### src/rtl/dcache_pkg.sv
// Shared types and helpers for the direct-mapped write-through data cache.
// Provides the controller FSM state enum and an address field slicer.
package dcache_pkg;

  typedef enum logic [1:0] {
    IDLE,
    REFILL,
    WRITE
  } state_t;

  // Extracts a w-bit field starting at bit lsb (zero-extended to 32 bits).
  function automatic logic [31:0] field(
    input logic [31:0] a,
    input int          lsb,
    input int          w
  );
    logic [31:0] m;
    m = (32'd1 << w) - 32'd1;
    return (a >> lsb) & m;
  endfunction

endpackage

### src/rtl/dcache_array.sv
// Tag/valid/data storage: combinational read, full-line fill, byte-masked
// word merge and flash invalidate. Ports: clk, rst_n, idx, rd_*, line/word wr, inv.
module dcache_array #(
  parameter int IDX_W = 3,
  parameter int OFF_W = 2,
  parameter int TAG_W = 7
) (
  input  logic                     clk,
  input  logic                     rst_n,
  input  logic [IDX_W-1:0]         idx,
  output logic                     rd_valid,
  output logic [TAG_W-1:0]         rd_tag,
  output logic [(32<<OFF_W)-1:0]   rd_line,
  input  logic                     line_we,
  input  logic [TAG_W-1:0]         wr_tag,
  input  logic [(32<<OFF_W)-1:0]   wr_line,
  input  logic                     word_we,
  input  logic [OFF_W-1:0]         word_off,
  input  logic [3:0]               word_be,
  input  logic [31:0]              word_data,
  input  logic                     inv
);

  localparam int NLINES = 1 << IDX_W;
  localparam int LINE_W = 32 << OFF_W;

  logic [NLINES-1:0] valid_q;
  logic [TAG_W-1:0]  tag_q  [NLINES];
  logic [LINE_W-1:0] data_q [NLINES];

  logic [31:0]       bmask;
  logic [LINE_W-1:0] wmask;
  logic [LINE_W-1:0] wdata;

  assign rd_valid = valid_q[idx];
  assign rd_tag   = tag_q[idx];
  assign rd_line  = data_q[idx];

  assign bmask = {{8{word_be[3]}}, {8{word_be[2]}},
                  {8{word_be[1]}}, {8{word_be[0]}}};
  assign wmask = LINE_W'(bmask) << {word_off, 5'd0};
  assign wdata = LINE_W'(word_data) << {word_off, 5'd0};

  // Invalidate wins over a same-edge fill: the filled line stays invalid.
  always_ff @(posedge clk or negedge rst_n) begin
    if (!rst_n) begin
      valid_q <= '0;
    end else if (inv) begin
      valid_q <= '0;
    end else if (line_we) begin
      valid_q[idx] <= 1'b1;
    end
  end

  always_ff @(posedge clk) begin
    if (line_we) begin
      tag_q[idx]  <= wr_tag;
      data_q[idx] <= wr_line;
    end else if (word_we) begin
      data_q[idx] <= (data_q[idx] & ~wmask) | (wdata & wmask);
    end
  end

endmodule

### src/rtl/dcache_ctrl.sv
// Direct-mapped write-through, no-write-allocate D-cache controller.
// Ports: core DMEM side, INV, MEM req/ack side; HIT_CNT/MISS_CNT if DCACHE_PERF_CNT_EN.
module dcache_ctrl
  import dcache_pkg::*;
#(
  parameter int ADDR_W = 12,
  parameter int IDX_W  = 3,
  parameter int OFF_W  = 2
) (
  input  logic                   CLK,
  input  logic                   RSTn,
  input  logic                   D_MEM_CSN,
  input  logic                   D_MEM_WEN,
  input  logic [ADDR_W-1:0]      D_MEM_ADDR,
  input  logic [3:0]             D_MEM_BE,
  input  logic [31:0]            D_MEM_DI,
  output logic [31:0]            Cache_DO,
  output logic                   RDY,
  output logic                   VALID,
  input  logic                   INV,
  output logic                   MEM_REQ,
  output logic                   MEM_WE,
  output logic [ADDR_W-1:0]      MEM_ADDR,
  output logic [3:0]             MEM_BE,
  output logic [31:0]            MEM_WDATA,
  input  logic [(32<<OFF_W)-1:0] MEM_RDATA,
`ifdef DCACHE_PERF_CNT_EN
  output logic [31:0]            HIT_CNT,
  output logic [31:0]            MISS_CNT,
`endif
  input  logic                   MEM_ACK
);

  localparam int TAG_W  = ADDR_W - IDX_W - OFF_W;
  localparam int LINE_W = 32 << OFF_W;

  state_t            state;
  logic              mem_req_q;
  logic              mem_we_q;
  logic [ADDR_W-1:0] mem_addr_q;
  logic [3:0]        mem_be_q;
  logic [31:0]       mem_wdata_q;

  logic [31:0]       addr32;
  logic [TAG_W-1:0]  tag;
  logic [IDX_W-1:0]  idx;
  logic [OFF_W-1:0]  off;

  logic              req;
  logic              is_ld;
  logic              is_st;
  logic              hit;
  logic              ack_rf;
  logic              ack_wr;

  logic              rd_valid;
  logic [TAG_W-1:0]  rd_tag;
  logic [LINE_W-1:0] rd_line;
  logic [31:0]       hit_word;
  logic [31:0]       fill_word;

  assign addr32 = 32'(D_MEM_ADDR);
  assign off = OFF_W'(field(addr32, 0, OFF_W));
  assign idx = IDX_W'(field(addr32, OFF_W, IDX_W));
  assign tag = TAG_W'(field(addr32, OFF_W + IDX_W, TAG_W));

  // Requests are masked during reset so RDY reads 1 there.
  assign req   = RSTn & ~D_MEM_CSN;
  assign is_ld = req & D_MEM_WEN;
  assign is_st = req & ~D_MEM_WEN;

  assign hit    = rd_valid & (rd_tag == tag);
  assign ack_rf = (state == REFILL) & MEM_ACK;
  assign ack_wr = (state == WRITE) & MEM_ACK;

  assign hit_word  = rd_line[{off, 5'd0} +: 32];
  assign fill_word = MEM_RDATA[{off, 5'd0} +: 32];

  dcache_array #(
    .IDX_W (IDX_W),
    .OFF_W (OFF_W),
    .TAG_W (TAG_W)
  ) u_array (
    .clk       (CLK),
    .rst_n     (RSTn),
    .idx       (idx),
    .rd_valid  (rd_valid),
    .rd_tag    (rd_tag),
    .rd_line   (rd_line),
    .line_we   (ack_rf),
    .wr_tag    (tag),
    .wr_line   (MEM_RDATA),
    .word_we   (ack_wr & hit),
    .word_off  (off),
    .word_be   (D_MEM_BE),
    .word_data (D_MEM_DI),
    .inv       (INV)
  );

  always_comb begin
    RDY      = 1'b1;
    VALID    = 1'b0;
    Cache_DO = '0;
    unique case (1'b1)
      (state == IDLE): begin
        RDY   = ~req | (is_ld & hit);
        VALID = is_ld & hit;
        if (is_ld & hit) Cache_DO = hit_word;
      end
      (state == REFILL): begin
        // Requested word bypasses straight from the memory line.
        RDY   = MEM_ACK;
        VALID = MEM_ACK;
        if (MEM_ACK) Cache_DO = fill_word;
      end
      (state == WRITE): begin
        RDY = MEM_ACK;
      end
      default: begin
        RDY = 1'b1;
      end
    endcase
  end

  always_ff @(posedge CLK or negedge RSTn) begin
    if (!RSTn) begin
      state       <= IDLE;
      mem_req_q   <= 1'b0;
      mem_we_q    <= 1'b0;
      mem_addr_q  <= '0;
      mem_be_q    <= '0;
      mem_wdata_q <= '0;
    end else begin
      unique case (state)
        IDLE: begin
          if (is_st) begin
            state       <= WRITE;
            mem_req_q   <= 1'b1;
            mem_we_q    <= 1'b1;
            mem_addr_q  <= D_MEM_ADDR;
            mem_be_q    <= D_MEM_BE;
            mem_wdata_q <= D_MEM_DI;
          end else if (is_ld & ~hit) begin
            state      <= REFILL;
            mem_req_q  <= 1'b1;
            mem_we_q   <= 1'b0;
            mem_addr_q <= {tag, idx, {OFF_W{1'b0}}};
          end
        end
        REFILL: begin
          if (MEM_ACK) begin
            state     <= IDLE;
            mem_req_q <= 1'b0;
          end
        end
        WRITE: begin
          if (MEM_ACK) begin
            state     <= IDLE;
            mem_req_q <= 1'b0;
            mem_we_q  <= 1'b0;
          end
        end
        default: begin
          state     <= IDLE;
          mem_req_q <= 1'b0;
          mem_we_q  <= 1'b0;
        end
      endcase
    end
  end

  assign MEM_REQ   = mem_req_q;
  assign MEM_WE    = mem_we_q;
  assign MEM_ADDR  = mem_addr_q;
  assign MEM_BE    = mem_be_q;
  assign MEM_WDATA = mem_wdata_q;

`ifdef DCACHE_PERF_CNT_EN
  logic [31:0] hit_cnt_q;
  logic [31:0] miss_cnt_q;

  always_ff @(posedge CLK or negedge RSTn) begin
    if (!RSTn) begin
      hit_cnt_q  <= '0;
      miss_cnt_q <= '0;
    end else begin
      if ((state == IDLE) && is_ld && hit && (hit_cnt_q != '1))
        hit_cnt_q <= hit_cnt_q + 32'd1;
      if (ack_rf && (miss_cnt_q != '1))
        miss_cnt_q <= miss_cnt_q + 32'd1;
    end
  end

  assign HIT_CNT  = hit_cnt_q;
  assign MISS_CNT = miss_cnt_q;
`endif

endmodule

### config.mk
export PLATFORM = sky130hd
export DESIGN_NAME = dcache_ctrl
export DESIGN_NICKNAME = d
export VERILOG_FILES = /design/src/rtl/dcache_pkg.sv /design/src/rtl/dcache_array.sv /design/src/rtl/dcache_ctrl.sv
export SDC_FILE = /design/constraint.sdc
export NUM_CORES = 1
export LEC_CHECK = 0
export CAP_MARGIN = 15
export CORE_ASPECT_RATIO = 0.9
export CORE_UTILIZATION = 57
export DETAILED_ROUTE_END_ITERATION = 8
export DONT_BUFFER_PORTS = 1
export HOLD_SLACK_MARGIN = 0.15
export PLACE_DENSITY = 0.77
export SLEW_MARGIN = 20
export SYNTH_ARGS = -nofsm -noshare
export SYNTH_HDL_FRONTEND = slang
export SYNTH_HIERARCHICAL = 1
export SYNTH_SLANG_ARGS = --single-unit
### constraint.sdc
create_clock -name CLK -period 10.9 [get_ports CLK]
set_input_delay 2.18 -clock CLK [delete_from_list [all_inputs] [get_ports CLK]]
set_output_delay 2.18 -clock CLK [all_outputs]
set_load 0.005 [all_outputs]
==> results of run 1 <==
[cells in the final DEF (no fill, tap or decap), types with 32 or more instances in the layout]
| cell | instances |
|---|---|
| nor2_1 | 32 |
| inv_1 | 38 |
| dfrtp_1 | 60 |
| o2bb2ai_1 | 33 |
| a22o_1 | 128 |
| edfxtp_1 | 1080 |
| a21o_1 | 128 |
| clkbuf_16 | 110 |
| mux4_2 | 328 |
| mux2_2 | 150 |
| and3b_1 | 40 |
[layout make-up]
type,instances,share of cell area (%)
clock inverter,65,1.13
multi-input combinational,988,25.2
tap,1122,2.68
clock buffer,134,5.50
inverter,41,0.303
antenna,4,0.0191
timing repair buffer,21,0.491
sequential,1140,64.7
[stage by stage]
step	util (%)	hold WS [ns]	setup slack [ns]	instances
4_1_cts	63.1	0.512	3.56	3510
3_5_place_dp	58.9	0.499	3.20	3311
6_report	63.1	0.511	3.51	3515
5_1_grt	63.1	0.548	3.36	3513
3_3_place_gp	58.9	0.479	3.34	3311
2_1_floorplan	-	0.456	0.166	2313
[kinds of logic after synthesis]
group	after synthesis	synth area share, %
buf+inv	185	2.14
simple gates	140	1.75
fa+ha+maj	4	0.104
xor+xnor	7	0.128
compound gates	329	5.51
flops	1140	70.6
mux	508	19.8
[final timing paths]
path | startpoint | endpoint | slack [ns] | cells past startpoint
setup reg to reg | u_array/tag_q[6][2] | u_array/data_q[1][84] | 5.35 | 11
hold / removal | u_array/valid_q[6] | u_array/valid_q[6] | 0.51 | 2
setup / recovery | D_MEM_ADDR[2] | Cache_DO[15] | 3.51 | 8
max in group asynchronous | RSTn | MEM_WDATA[4] | 9.55 | 0
hold reg to reg | u_array/valid_q[6] | u_array/valid_q[6] | 0.51 | 2
min in group asynchronous | RSTn | MEM_WDATA[20] | 1.19 | 0
[cells in the mapped netlist (25+ instances only)]
library cell	count	area [um2]
o2bb2ai_1	33	289
a21o_1	128	961
a22o_1	128	1120
clkbuf_1	51	191
edfxtp_1	1080	32400
nand2_1	28	105
buf_2	45	225
buf_6	25	282
mux4_2	328	7390
dfrtp_1	60	1500
mux2_4	28	420
nor2_1	39	146
inv_1	39	146
and3b_1	40	350
mux2_2	150	1690
[state kept, by name (all words and copies together), names as in the netlist]
name	cells
MEM_REQ	1
MEM_WDATA	32
MEM_BE	4
u_array/tag_q	56
state	2
MEM_ADDR	12
u_array/data_q	1024
u_array/valid_q	8
MEM_WE	1
[per-layer routing]
layer  vias to the layer above  routed length [um]
met4                         0                3230
li1                       9761                   -
met1                     12900               42700
met2                      1318               55000
met3                       210                9580
met5                         -                   0
[worst reg2reg max path: stages (launching register included)]
cell and delay [ns]:
edfxtp_1 0.36, mux2_2 0.27, a221o_1 0.29, o2bb2ai_1 0.14
xor2_1 0.18, nor4b_1 0.57, and4_1 0.64, buf_4 0.46
nand2b_4 0.45, buf_4 0.54, nor2_1 1.09, a21o_1 0.37
[where the power goes]
group	switching [uW]	internal [uW]	leakage, uW
sequential	102	4990	0.0105
clock	1580	2090	0.00170
combinational	376	368	0.00527
total	2060	7450	0.0174
==> run_results.csv, run 1 <==
group,metric,value,unit
detailed_routing,ant_nets,0,
logic_synthesis,postSynthAreaPerCell,20.8,um2
sta,finalSetupViolCount,0,
cts,clockBufferDepth,3,
sta,relSlewSlack,20.1,%
setup_path,slowest_stage,"inv_6",
power,power.leakage,0.0174,uW
setup_path,cp_top_family,"buffers and inverters",
final_layout,n_fill_cell,5431,
grt,grt_use_met3,4.78,%
sta,clock_skew,0.0333,ns
grt,grt_max_degree,287,
detailed_routing,routedWlPerCell,31.5,um
sta,fmax,135,MHz
cts,cts_buffers,110,
cts,cts.sinks,1140,
grt,antenna_found_initial,1,
sta,hold_violations,0,
cts,worstSkewPairLatency,0.68,ns
floorplanning,core_area,83100,um2
status,status,"complete, no violations",
logic_synthesis,netlist_area,48100,um2
sta,period_minus_slack,7.39,ns
logic_synthesis,synth_cells,2313,
grt,grt_remaining_overflow,0,
logic_synthesis,yosysWarnings,6,
logic_synthesis,synth_seq_area_share,70.6,%
place,routabilityCongestion,0.866,
cts,cts_max_level,3,
setup_path,crit_path_max_fanout,74,
cts,cts_root_buf,"clkbuf_16",
place,dpl_cell_area,49000,um2
setup_path,crit_buf_inv,2,
final_layout,num-nets-final,2488,
final_layout,multiInputGateArea,13200,um2
place,dpl.hpwl,59700,um
floorplanning,die_w,308,um
grt,use_met1,36.6,%
cts,cts_hold_buf,0,
power,total_power,9510,uW
setup_path,critPathLaunchType,"input port",
setup_path,endpoint_kind,"primary output",
setup_path,path_cells,"inv_6 -> a22oi_1 -> o221ai_1 -> xor2_1 -> nor4_2 -> nand3b_2 -> buf_4 -> o2bb2ai_1",
cts,cts_setup_buffers,0,
sta,period_share,67.8,%
min_path,hold_class,"reg -> reg",
floorplanning,dieArea,85500,um2
final_layout,stdcell_area,52400,um2
floorplanning,ioPinCount,266,
sta,rsz0062_at_grt,"false",
sta,worst_slew_pin_slew,1.20,ns
detailed_routing,route.detailed.drc,0,
final_layout,final_layout_size_suffix_gt1_share,29.3,%
place,port_buffers,0,
detailed_routing,firstDrtPassIters,5,
grt,grt_pass1_vias,24600,
detailed_routing,routed_wl,111000,um
detailed_routing,routed_via_density,6.87,
grt,grt_pass1_wl,164000,um
setup_path,critPathMaxStageDelay,0.66,ns
cts,cts-resized-gates,0,
cts,cts_tree,"yes",
final_layout,area_delta_synth_final,9.08,%
setup_path,path_class,"in -> out",
power,power.density,181,nW/um2
setup_path,worstPathRequired,8.72,ns
logic_synthesis,synth_enable_flop_cells,1080,
detailed_routing,drtIter0Drc,2952,
power,ir_drop,0.115,mV
logic_synthesis,synth-main-ff-cell,"edfxtp_1",
setup_path,cp.arrival,5.21,ns
grt,grt_busiest_layer,"met2",
final_layout,regArea,33900,um2
floorplanning,start_util,57.9,%
grt,met2_usage,42.1,%
logic_synthesis,yosysUniqueCellTypes,52,
grt,grt_usage,26.2,%
floorplanning,rows,100,
logic_synthesis,synth-seq-cells,1140,
flow_run,cap_viol_max_count,0,
detailed_routing,vias,24100,
floorplanning,die_h,278,um
sta,tns,0,ns
cts,clkSlewWorstSetupHoldPaths,0.06,ns
sta,slew_viol_final,0,
logic_synthesis,syn-num-nets,2499,
logic_synthesis,async_flop_share,5.26,%
Note: power is estimated with default switching activity, not from simulation.
==> inputs of run 2 (changes only) <==
Settings changed: CORE_UTILIZATION 57 to 64, PLACE_DENSITY 0.77 to 0.82.
Clock period 10.9 ns to 7.6 ns, I/O delays scaled along.
==> run 2 against run 1 <==
Global-route usage up 4.3 points; first-iteration DRC count up 15%; via count up 3.3%; sequential share of layout area up 0.26 points; cell area down 0.39%; die area down 11%; highest routed layer is now met5; largest power group unchanged; setup slack worse by 2.5 ns; core utilization up 7.7 points; clock-buffer cell count up 4; final cell count down 4.4%.
==> run_results.csv, run 2 (synthesis results as in run 1) <==
group,metric,value,unit
place,dpl.hpwl,60900,um
detailed_routing,routedWlPerCell,34.3,um
sta,relSlewSlack,18.0,%
sta,period_share,86.4,%
flow_run,cap_viol_max_count,0,
grt,grt_max_degree,287,
floorplanning,dieArea,76200,um2
min_path,hold_class,"reg -> reg",
final_layout,final_cell_mix,"1080 x edfxtp_1, 328 x mux4_2, 150 x mux2_2",
grt,antenna_found_initial,10,
final_layout,fin_cells,3360,
sta,clock_skew,0.0217,ns
place,routabilityCongestion,0.848,
detailed_routing,route.detailed.drc,0,
detailed_routing,routed_wl,115000,um
final_layout,final_layout_size_suffix_gt1_share,29.3,%
sta,tns,0,ns
cts,cts.sinks,1140,
floorplanning,die_w,291,um
floorplanning,die_h,262,um
detailed_routing,firstDrtPassIters,5,
setup_path,crit_path_max_fanout,283,
floorplanning,rows,94,
cts,cts_setup_buffers,0,
sta,period_minus_slack,6.56,ns
sta,worst_slew_pin_slew,1.23,ns
place,place_ws,1.60,ns
floorplanning,core_area,73700,um2
final_layout,area_delta_synth_final,8.65,%
final_layout,layout_commonest_cell,"edfxtp_1",
setup_path,endpoint_kind,"primary output",
detailed_routing,drtIter0Drc,3388,
cts,worstSkewPairLatency,0.68,ns
final_layout,num-nets-final,2490,
cts,cts-resized-gates,0,
power,ir_drop,0.192,mV
power,power.leakage,0.0174,uW
cts,clockBufferDepth,3,
cts,cts_tree,"yes",
detailed_routing,vias,24900,
final_layout,final_core_util,70.8,%
place,port_buffers,0,
final_layout,largest-register,"u_array/data_q",
sta,rsz0062_at_grt,"false",
sta,slew_viol_final,0,
grt,grt_pass1_wl,168000,um
setup_path,critPathLaunchType,"input port",
final_layout,largest_reg_flops,1024,
status,status,"complete, no violations",
cts,clkSlewWorstSetupHoldPaths,0.06,ns
power,power.density,261,nW/um2
detailed_routing,ant_nets,0,
sta,hold_violations,0,
sta,fin_ws,1.04,ns
floorplanning,start_util,65.2,%
cts,cts_root_buf,"clkbuf_16",
grt,grt_remaining_overflow,0,
sta,finalSetupViolCount,0,
place,placedCellCount,3154,
setup_path,worstPathRequired,6.08,ns
cts,cts_hold_buf,0,
floorplanning,ioPinCount,266,
setup_path,cp.arrival,5.04,ns
grt,grt_pass1_vias,25600,
cts,cts_max_level,3,
setup_path,path_class,"in -> out",
grt,grt_usage,30.5,%
cts,cts_buffers,108,
sta,fmax,152,MHz
detailed_routing,routed_via_density,7.42,
-- run 2: worst paths after layout --
check | start | endpoint | slack [ns] | depth (start not counted)
setup / recovery | D_MEM_ADDR[3] | Cache_DO[0] | 1.04 | 8
hold / removal | u_array/valid_q[0] | u_array/valid_q[0] | 0.52 | 2
setup reg to reg | u_array/tag_q[6][6] | u_array/data_q[4][14] | 2.98 | 10
hold reg to reg | u_array/valid_q[0] | u_array/valid_q[0] | 0.52 | 2
max in group asynchronous | RSTn | MEM_WDATA[12] | 6.92 | 0
min in group asynchronous | RSTn | MEM_WDATA[25] | 0.54 | 0
-- run 2: cell type report --
| class | instances | area, um2 |
|---|---|---|
| diodes | 6 | 15.0 |
| clock buffers | 138 | 2900 |
| clock inverters | 62 | 533 |
| fillers | 3989 | 21500 |
| inverters | 41 | 159 |
| multi-input cells | 988 | 13200 |
| flip-flops and latches | 1140 | 33900 |
| well taps | 960 | 1200 |
| repair buffers | 25 | 275 |
-- run 2: metrics by stage --
| stage | total power (uW) | cell area [um2] | hold slack, ns |
|---|---|---|---|
| 3_5_place_dp | 8480 | 48800 | 0.501 |
| 5_1_grt | 14000 | 52200 | 0.502 |
| 2_1_floorplan | 8290 | 48100 | 0.456 |
| 6_report | 13700 | 52200 | 0.520 |
| 4_1_cts | 13700 | 52200 | 0.510 |
| 3_3_place_gp | 8430 | 48800 | 0.489 |
-- run 2: per-layer routing --
| layer | share of wire [%] | GRT usage, % | routed length, um | vias up |
|---|---|---|---|---|
| met5 | 0.14 | 0 | 161 | - |
| met4 | 4.4 | 13.3 | 5120 | 22 |
| met3 | 10 | 6.70 | 11800 | 357 |
| met2 | 49 | 49.1 | 56300 | 1745 |
| met1 | 36 | 40.9 | 41900 | 13100 |
| li1 | - | - | - | 9751 |
-- run 2: power by group --
part / internal [uW] / switching (uW) / leakage, uW / total, uW
clock: 2990 / 2270 / 0.00168 / 5260
sequential: 7150 / 149 / 0.0105 / 7300
combinational: 533 / 558 / 0.00529 / 1090
total: 10700 / 2980 / 0.0174 / 13700
-- run 2: worst max-delay path: stages --
cell and delay (ns):
mux4_2 0.75, nand2_1 0.08, nand2_1 0.07, xor2_1 0.17, nor4_4 0.53, nand3b_2 0.81
buf_4 0.48, o2bb2ai_1 0.21
